## src/rtl/sizing.sv

```systemverilog
// Width helpers shared by stream blocks: byte-rounded data widths,
// index widths and counter widths.
package sizing;

  // Round a bit width up to the next whole byte.
  function automatic int closest_8_multiple(input int x);
    return ((x + 7) / 8) * 8;
  endfunction

  // Bits needed to index n items; never below 1 so single-item buses still exist.
  function automatic int encoding_size(input int n);
    return (n <= 1) ? 1 : $clog2(n);
  endfunction

  // Bits needed to hold the value v itself (not v-1).
  function automatic int bit_size(input int v);
    return (v <= 1) ? 1 : $clog2(v + 1);
  endfunction

endpackage

```

## src/rtl/axis_arb_pkg.sv

```systemverilog
// Shared types and derived widths for the AXI-Stream round-robin arbiter.
package axis_arb_pkg;

  typedef enum logic {ARB_IDLE = 1'b0, ARB_BUSY = 1'b1} arb_state_t;

  // Output tdata is the input width padded up to a byte boundary.
  function automatic int tdata_w(input int data_w);
    return sizing::closest_8_multiple(data_w);
  endfunction

  function automatic int id_w(input int n);
    return sizing::encoding_size(n);
  endfunction

  // Counter must be able to hold MAX_BEATS itself, since it saturates there.
  function automatic int cnt_w(input int max_beats);
    return sizing::bit_size(max_beats);
  endfunction

endpackage

```

## src/rtl/rr_pick.sv

```systemverilog
// Rotating-priority picker: returns the first set request at or after ptr,
// wrapping modulo N. Purely combinational.
module rr_pick #(
  parameter int N    = 4,
  parameter int ID_W = sizing::encoding_size(N)
) (
  input  logic [N-1:0]    req,
  input  logic [ID_W-1:0] ptr,
  output logic            any,
  output logic [ID_W-1:0] idx
);

  // Walk the requests starting from ptr; the first hit locks the result.
  always_comb begin
    any = 1'b0;
    idx = '0;
    for (int k = 0; k < N; k++) begin
      if (!any && req[(int'(ptr) + k) % N]) begin
        any = 1'b1;
        idx = ID_W'((int'(ptr) + k) % N);
      end
    end
  end

endmodule

```

## src/rtl/axis_rr_arbiter.sv

```systemverilog
// Packet-level round-robin arbiter: N AXI-Stream inputs share one output.
// A grant is held from arbitration until the tlast beat; one idle cycle
// separates packets while the next winner is chosen.
module axis_rr_arbiter
  import axis_arb_pkg::*;
#(
  parameter  int N         = 4,
  parameter  int DATA_W    = 12,
  parameter  int MAX_BEATS = 256,
  localparam int TDATA_W   = tdata_w(DATA_W),
  localparam int ID_W      = id_w(N),
  localparam int CNT_W     = cnt_w(MAX_BEATS)
) (
  input  logic                clk,
  input  logic                rst_n,
  input  logic [N-1:0]        s_tvalid,
  output logic [N-1:0]        s_tready,
  input  logic [N-1:0]        s_tlast,
  input  logic [N*DATA_W-1:0] s_tdata,
  output logic                m_tvalid,
  input  logic                m_tready,
  output logic                m_tlast,
  output logic [TDATA_W-1:0]  m_tdata,
  output logic [ID_W-1:0]     m_tid,
  output logic                busy,
  output logic                err_overlong,
  input  logic                err_clr
);

  localparam logic [CNT_W-1:0] CNT_MAX = CNT_W'(MAX_BEATS);
  localparam logic [CNT_W-1:0] CNT_PRE = CNT_W'(MAX_BEATS - 1);
  localparam logic [ID_W-1:0]  LAST_ID = ID_W'(N - 1);

  arb_state_t               state;
  logic [ID_W-1:0]          ptr;
  logic [ID_W-1:0]          grant;
  logic [ID_W-1:0]          pick_idx;
  logic                     pick_any;
  logic [CNT_W-1:0]         beat_cnt;
  logic [N-1:0][DATA_W-1:0] data_arr;
  logic                     beat;
  logic                     set_err;

  assign data_arr = s_tdata;
  assign busy     = (state == ARB_BUSY);
  assign beat     = m_tvalid && m_tready;
  // Overlong: the beat that brings the count up to MAX_BEATS without tlast.
  assign set_err  = beat && !m_tlast && (beat_cnt == CNT_PRE);

  rr_pick #(.N(N), .ID_W(ID_W)) u_pick (
    .req (s_tvalid),
    .ptr (ptr),
    .any (pick_any),
    .idx (pick_idx)
  );

  // Output mux: straight pass-through of the granted requester while busy, all zero when idle.
  always_comb begin
    m_tvalid = 1'b0;
    m_tlast  = 1'b0;
    m_tdata  = '0;
    m_tid    = '0;
    s_tready = '0;
    if (busy) begin
      m_tvalid = s_tvalid[grant];
      m_tlast  = s_tlast[grant];
      m_tdata  = TDATA_W'(data_arr[grant]);
      m_tid    = grant;
    end
    for (int i = 0; i < N; i++)
      s_tready[i] = busy && (grant == ID_W'(i)) && m_tready;
  end

  // Arbitration FSM: pick in IDLE, hold the grant through the tlast beat, then advance ptr.
  always_ff @(posedge clk or negedge rst_n) begin
    if (!rst_n) begin
      state    <= ARB_IDLE;
      ptr      <= '0;
      grant    <= '0;
      beat_cnt <= '0;
    end else begin
      case (state)
        ARB_IDLE: begin
          if (pick_any) begin
            grant    <= pick_idx;
            beat_cnt <= '0;
            state    <= ARB_BUSY;
          end
        end
        ARB_BUSY: begin
          if (beat) begin
            if (beat_cnt != CNT_MAX) beat_cnt <= beat_cnt + CNT_W'(1);
            if (m_tlast) begin
              state <= ARB_IDLE;
              ptr   <= (grant == LAST_ID) ? '0 : grant + ID_W'(1);
            end
          end
        end
        default: state <= ARB_IDLE;
      endcase
    end
  end

  // Sticky overlong flag; a set in the same cycle as a clear takes priority.
  always_ff @(posedge clk or negedge rst_n) begin
    if (!rst_n)       err_overlong <= 1'b0;
    else if (set_err) err_overlong <= 1'b1;
    else if (err_clr) err_overlong <= 1'b0;
  end

endmodule

```

## config.mk

```make
export PLATFORM = sky130hd
export DESIGN_NAME = axis_rr_arbiter
export DESIGN_NICKNAME = d
export VERILOG_FILES = /design/src/rtl/sizing.sv /design/src/rtl/axis_arb_pkg.sv /design/src/rtl/rr_pick.sv /design/src/rtl/axis_rr_arbiter.sv
export SDC_FILE = /design/constraint.sdc
export NUM_CORES = 1
export LEC_CHECK = 0
export ABC_CLOCK_PERIOD_IN_PS = 4900
export CORE_ASPECT_RATIO = 1.1
export CORE_MARGIN = 2
export CORE_UTILIZATION = 30
export CTS_BUF_LIST = sky130_fd_sc_hd__clkbuf_16
export DETAILED_ROUTE_END_ITERATION = 12
export PLACE_DENSITY = 0.75
export SKIP_LAST_GASP = 1
export SLEW_MARGIN = 20
export SYNTH_ARGS = -nofsm -noshare
export SYNTH_HDL_FRONTEND = slang
export SYNTH_HIERARCHICAL = 1
export SYNTH_SLANG_ARGS = --single-unit
```

## constraint.sdc

```tcl
create_clock -name clk -period 4.9 [get_ports clk]
set_input_delay 1.225 -clock clk [delete_from_list [all_inputs] [get_ports clk]]
set_output_delay 1.225 -clock clk [all_outputs]
set_load 0.005 [all_outputs]
```

==> results.yml, run 1 <==
clock_tree:
  cts_buffers: 3
  cts.htree.levels: 1
  insertion_delay_ns: 0.24
  cts_resized: 0
  ctsHoldBuffers: 0
  cts_sinks: 15
  clockBufferDepth: 2
  root_buffer: "clkbuf_16"
  clkSlewWorstSetupHoldPaths_ns: 0.05
  post_cts_buffers: 0
  cts_tree: "built"
place:
  place_area_um2: 2340
  dp_hpwl_mm: 3.31
  gp_congestion: 0.841
  place.port_buffers: 81
route:
  route.vias.total: 1508
  drc: 0
  first_pass_iters: 4
  wl_mm: 4.22
  viasPerCell: 5.27
  antenna_left: 0
  first_iter_violations: 55
  post_drt_wl_per_cell_um: 14.7
synthesis:
  syn_inst: 152
  synth_top_area_cell: "dfrtp_1"
  synth-seq-area-share: 0.248
  syn_avg_cell_area_um2: 9.98
  synth_seq_cells: 15
  synth.distinct_cells: 44
  synthFlopType: "dfrtp_1"
  synth-async-reset-ratio: 1.00
  synth_area_um2: 1520
  synth-edff-count: 0
  yosysWarnings: 6
  yosys-top-cells-area: "dfrtp_1 25%, mux4_1 12%, mux4_2 10%, and2_1 7.8%, ha_1 5.8%"
  synth.top_cell.area_share: 0.248
global_routing:
  antenna_found_initial: 0
  grt_pass1_wl_mm: 6.94
  grt_pass1_vias: 1474
  grt_max_degree: 32
  grt-ovfl-total: 0
  grt_usage: 0.153
worst_setup_path:
  startpoint_type: "input pin"
  r2r_cells: 4
  path_max_fanout: 6
  crit_arrival_ns: 2.88
  r2r-start: "grant[1]"
  required_ns: 3.67
  critPathKind: "input pin to output port"
  crit_path_end_kind: "output port"
  r2r_slack_ns: 2.74
  r2r_end: "beat_cnt[2]"
power_and_ir_drop:
  power.share.clock: 0.156
  p_leak_nw: 1.02
  power.internal_mw: 0.665
  power_frac_seq: 0.250
  p_switching_mw: 0.344
  peakVddDrop_mv: 0.234
  p_comb_frac: 0.594
  switching_share: 0.341
  p_per_area_nw_per_um2: 418
floorplan:
  die_height_um: 78.6
  row_count: 27
  die_w_um: 71.8
  start_util: 0.307
  core_um2: 4930
  ios: 86
  dieArea_um2: 5640
final_layout:
  n_antenna_cell: 0
  drive_above_1_share: 0.0833
  nets: 296
  fill_cells: 460
  finalInstanceArea_um2: 2410
  area.growth.synth_to_final_pct: 59.2
timing:
  slew_violations: 0
  finalSetupViolCount: 0
  setup-tns-final_ns: 0
  tightest_slew_ns: 0.798
  max_freq_ghz: 0.243
  post-route-period-util: 0.839
  fin_crit_ns: 4.11
  hold_viol: 0
  slew_headroom: 0.468
  rsz0062_at_grt: "no"
  fin_skew_ns: 0.00483
worst_hold_path:
  hold_start: "err_overlong"
  whs_endpoint: "err_overlong"
  min_path_type: "register to register"
  whs_path_depth: 2
run:
  maxCapViolCount: 0
outcome:
  outcome: "complete, no violations"
## per-layer routing
layer,routed length (um),track usage,vias to the layer above
met5,0,0,-
met4,97,0.0660,0
met3,292,0.0257,8
met2,2100,0.264,67
met1,1730,0.185,718
li1,-,-,715
## sequential cells by signal (all words and copies together), names as in the netlist
name,count
beat_cnt,9
err_overlong,1
ptr,2
busy,1
grant,2
## cells in the mapped netlist (2+ instances only)
master and count:
and2_1 19, inv_1 11, buf_4 4, buf_6 2, nor4b_1 2, o21ai_0 3, mux4_1 7, clkbuf_1 3
nand3_1 7, nand2_1 11, dfrtp_1 15, mux2_2 4, mux4_2 7, a21oi_1 6, or4_1 2, nor2_1 4
buf_2 3, and3_1 7, nand2b_1 2, a211o_1 3, ha_1 7
## critical path, cell delays in order
cell and delay [ns]:
clkdlybuf4s50_1 0.48, mux4_2 0.55, and2_1 0.19, clkdlybuf4s50_1 0.44
## power groups by stage
stage	logic [mW]	registers [mW]	clock network (mW)
after global routing	0.649	0.267	0.165
final	0.599	0.253	0.157
after global placement	0.591	0.252	0
after detailed placement	0.604	0.254	0
after floorplan	0.379	0.201	0
after CTS	0.604	0.254	0.159
## worst max-delay path by stage
stage | startpoint | endpoint | slack (ns) | depth (start not counted)
6_report | s_tvalid[0] | m_tvalid | 0.79 | 4
5_1_grt | s_tvalid[0] | m_tvalid | 0.74 | 4
4_1_cts | s_tvalid[0] | m_tvalid | 0.79 | 4
3_5_place_dp | s_tvalid[0] | m_tvalid | 0.81 | 4
3_3_place_gp | s_tvalid[0] | m_tvalid | 0.81 | 4
2_1_floorplan | s_tvalid[3] | m_tvalid | 1.75 | 2
## stage by stage
stage               setup slack, ns   util  total power [mW]  hold slack (ns)  cells
floorplan                      1.75      -             0.580            0.514    155
global placement              0.809  0.474             0.843            0.515    282
detailed placement            0.805  0.474             0.858            0.520    282
CTS                           0.795  0.490              1.02            0.528    286
global route                  0.737  0.490              1.08            0.548    286
finish                        0.791  0.490              1.01            0.525    286
## cell type report
class                   count  area, um2  share of cell area
inverters                  12       45.0              0.0187
well taps                  58       72.6              0.0301
clock inverters             1       3.75             0.00155
repair buffers             82        818               0.339
clock buffers               3       75.1              0.0311
multi-input cells         115       1020               0.424
flip-flops and latches     15        375               0.155
## layout by cell type (no fill, tap or decap), types with 2 or more instances in the layout
master / Yosys / layout
nand2_1: 11 / 11
a211o_1: 3 / 3
or4_1: 2 / 2
mux4_1: 7 / 7
a21oi_1: 6 / 6
nor2_1: 4 / 4
clkdlybuf4s50_1: 0 / 81
nand3_1: 7 / 7
o21ai_0: 3 / 3
nor4b_1: 2 / 2
conb_1: 1 / 4
inv_1: 11 / 12
and3_1: 7 / 7
and2_1: 19 / 19
mux2_2: 4 / 4
dfrtp_1: 15 / 15
nand2b_1: 2 / 2
clkbuf_16: 0 / 3
mux4_2: 7 / 7
ha_1: 7 / 7
## cells by family (layout without fill, tap and decap cells)
| kind of cell | Yosys count | after routing | share of synthesized area |
|---|---|---|---|
| compound gates | 25 | 25 | 0.118 |
| fa+ha+maj | 7 | 7 | 0.0578 |
| buf+inv | 25 | 98 | 0.0842 |
| flops | 15 | 15 | 0.248 |
| mux | 19 | 19 | 0.262 |
| other cells | 1 | 4 | 0.00247 |
| simple gates | 60 | 60 | 0.229 |
No activity file was read; power rests on OpenSTA's default activity.
==> run 2, diff against run 1 <==
--- a/config.mk
+++ b/config.mk
@@ -5,13 +5,13 @@
 export SDC_FILE = /design/constraint.sdc
 export NUM_CORES = 1
 export LEC_CHECK = 0
-export ABC_CLOCK_PERIOD_IN_PS = 4900
+export ABC_CLOCK_PERIOD_IN_PS = 3400
 export CORE_ASPECT_RATIO = 1.1
 export CORE_MARGIN = 2
 export CORE_UTILIZATION = 30
 export CTS_BUF_LIST = sky130_fd_sc_hd__clkbuf_16
 export DETAILED_ROUTE_END_ITERATION = 12
-export PLACE_DENSITY = 0.75
+export PLACE_DENSITY = 0.78
 export SKIP_LAST_GASP = 1
 export SLEW_MARGIN = 20
 export SYNTH_ARGS = -nofsm -noshare
==> constraint.sdc (replaced) <==
create_clock -name clk -period 3.4 [get_ports clk]
set_input_delay 0.85 -clock clk [delete_from_list [all_inputs] [get_ports clk]]
set_output_delay 0.85 -clock clk [all_outputs]
set_load 0.005 [all_outputs]
==> run 2 against run 1 <==
Effect of this change:
- flip-flop and latch count stayed put
- cell count is 1.0% higher
- sequential share of layout area is 0.14 points lower
==> results.yml, run 2 (synthesis results as in run 1) <==
route:
  drc: 0
  viasPerCell: 5.26
  first_pass_iters: 4
  wl_mm: 4.22
  route.vias.total: 1520
  antenna_left: 0
  first_iter_violations: 58
  post_drt_wl_per_cell_um: 14.6
worst_setup_path:
  slowest_delay_ns: 0.51
  worst_path_most_repeated_cell: "clkdlybuf4s50_1"
  crit_path_end_kind: "output port"
  path_max_fanout: 4
  path_cells: "clkdlybuf4s50_1 > mux4_2 > and2_1 > clkdlybuf4s50_1"
  r2r_end: "ptr[1]"
  critPathBufInv: 2
  crit_slowest_cell: "mux4_2"
  required_ns: 2.55
  startpoint_type: "input pin"
  r2r_cells: 5
  r2r_slack_ns: 1.18
  r2r-start: "grant[1]"
  critPathKind: "input pin to output port"
  worst_path_dominant_cell_family: "buffers and inverters"
  crit_arrival_ns: 2.45
global_routing:
  antenna_found_initial: 0
  grt_use_met1: 0.191
  grt_max_degree: 32
  grt_usage: 0.156
  grt_util_met3: 0.0308
  grt-busiest-layer: "met2"
  grt_pass1_vias: 1497
  grt_pass1_wl_mm: 7.04
  grt-ovfl-total: 0
  met2_usage: 0.271
worst_hold_path:
  whs_endpoint: "err_overlong"
  min_path_type: "register to register"
  whs_path_depth: 2
  hold_start: "err_overlong"
clock_tree:
  root_buffer: "clkbuf_16"
  cts_tree: "built"
  cts_resized: 0
  cts_buffers: 3
  clockBufferDepth: 2
  cts.htree.levels: 1
  ctsHoldBuffers: 0
  cts_sinks: 15
  post_cts_buffers: 0
  clkSlewWorstSetupHoldPaths_ns: 0.05
  insertion_delay_ns: 0.25
floorplan:
  die_height_um: 78.6
  row_count: 27
  die_w_um: 71.8
  start_util: 0.307
  dieArea_um2: 5640
  core_um2: 4930
  ios: 86
final_layout:
  n_antenna_cell: 0
  area.growth.synth_to_final_pct: 60.7
  largest_register_ffs: 9
  mostFrequentLayoutCells: "81 x clkdlybuf4s50_1, 19 x and2_1, 15 x dfrtp_1"
  nets: 299
  finalInstanceArea_um2: 2440
  final_common_cell: "clkdlybuf4s50_1"
  top_regs: "beat_cnt (9), grant (2), ptr (2)"
  max_flop_register: "beat_cnt"
  drive_above_1_share: 0.0952
power_and_ir_drop:
  p_per_area_nw_per_um2: 599
  power.total_mw: 1.46
  p_leak_nw: 1.04
  peakVddDrop_mv: 0.243
timing:
  rsz0062_at_grt: "no"
  finalSetupViolCount: 0
  slew_violations: 0
  hold_viol: 0
  slew_headroom: 0.440
  setup-tns-final_ns: 0
  fin_crit_ns: 3.30
  fin_skew_ns: 0.00180
  post-route-period-util: 0.971
  tightest_slew_ns: 0.840
  max_freq_ghz: 0.303
outcome:
  outcome: "complete, no violations"
place:
  place.port_buffers: 81
  place_area_um2: 2360
  gp_congestion: 0.898
  dp_hpwl_mm: 3.29
run:
  maxCapViolCount: 0
[run 2: cell type report]
cell class / instances / area [um2]
Sequential cell: 15 / 375
Multi-Input combinational cell: 115 / 1020
Fill cell: 455 / 2490
Inverter: 12 / 45.0
Clock inverter: 1 / 3.75
Timing Repair Buffer: 85 / 841
Tap cell: 58 / 72.6
Clock buffer: 3 / 75.1
[run 2: how the worst max path moves through the flow]
stage / slack [ns] / endpoint / start / cells past startpoint
detailed placement: 0.09 / m_tlast / s_tlast[1] / 4
global route: 0.03 / m_tvalid / s_tvalid[3] / 4
CTS: 0.09 / m_tlast / s_tlast[1] / 4
finish: 0.10 / m_tvalid / s_tvalid[3] / 4
floorplan: 1.0 / m_tvalid / s_tvalid[3] / 2
global placement: 0.09 / m_tlast / s_tlast[1] / 4
[run 2: report_power, final]
group	leakage (nW)	total (mW)	internal, mW	switching, mW
Clock	0.0423	0.226	0.156	0.0703
Sequential	0.193	0.372	0.232	0.139
Combinational	0.799	0.863	0.577	0.286
[run 2: layer usage]
| layer | vias to the layer above | routed length [um] |
|---|---|---|
| met5 | - | 0 |
| met4 | 0 | 62 |
| met3 | 5 | 303 |
| met2 | 60 | 2060 |
| met1 | 735 | 1790 |
| li1 | 720 | - |
[run 2: worst register-to-register path: cells and delay by family, from the launching register on]
kind | cells | cell delay [ns]
DFF | 1 | 0.80
and+or+nand+nor | 2 | 0.35
muxes | 2 | 0.78
buffers and inverters | 1 | 0.18
[run 2: per-stage QoR]
step                      utilization  hold slack (ns)  cells  setup WS [ns]
after floorplan                     -            0.514    155          0.999
after global placement          0.478            0.522    285         0.0863
after detailed placement        0.478            0.527    285         0.0868
after CTS                       0.494            0.534    289         0.0868
after global routing            0.494            0.575    289         0.0302
final                           0.494            0.528    289          0.100
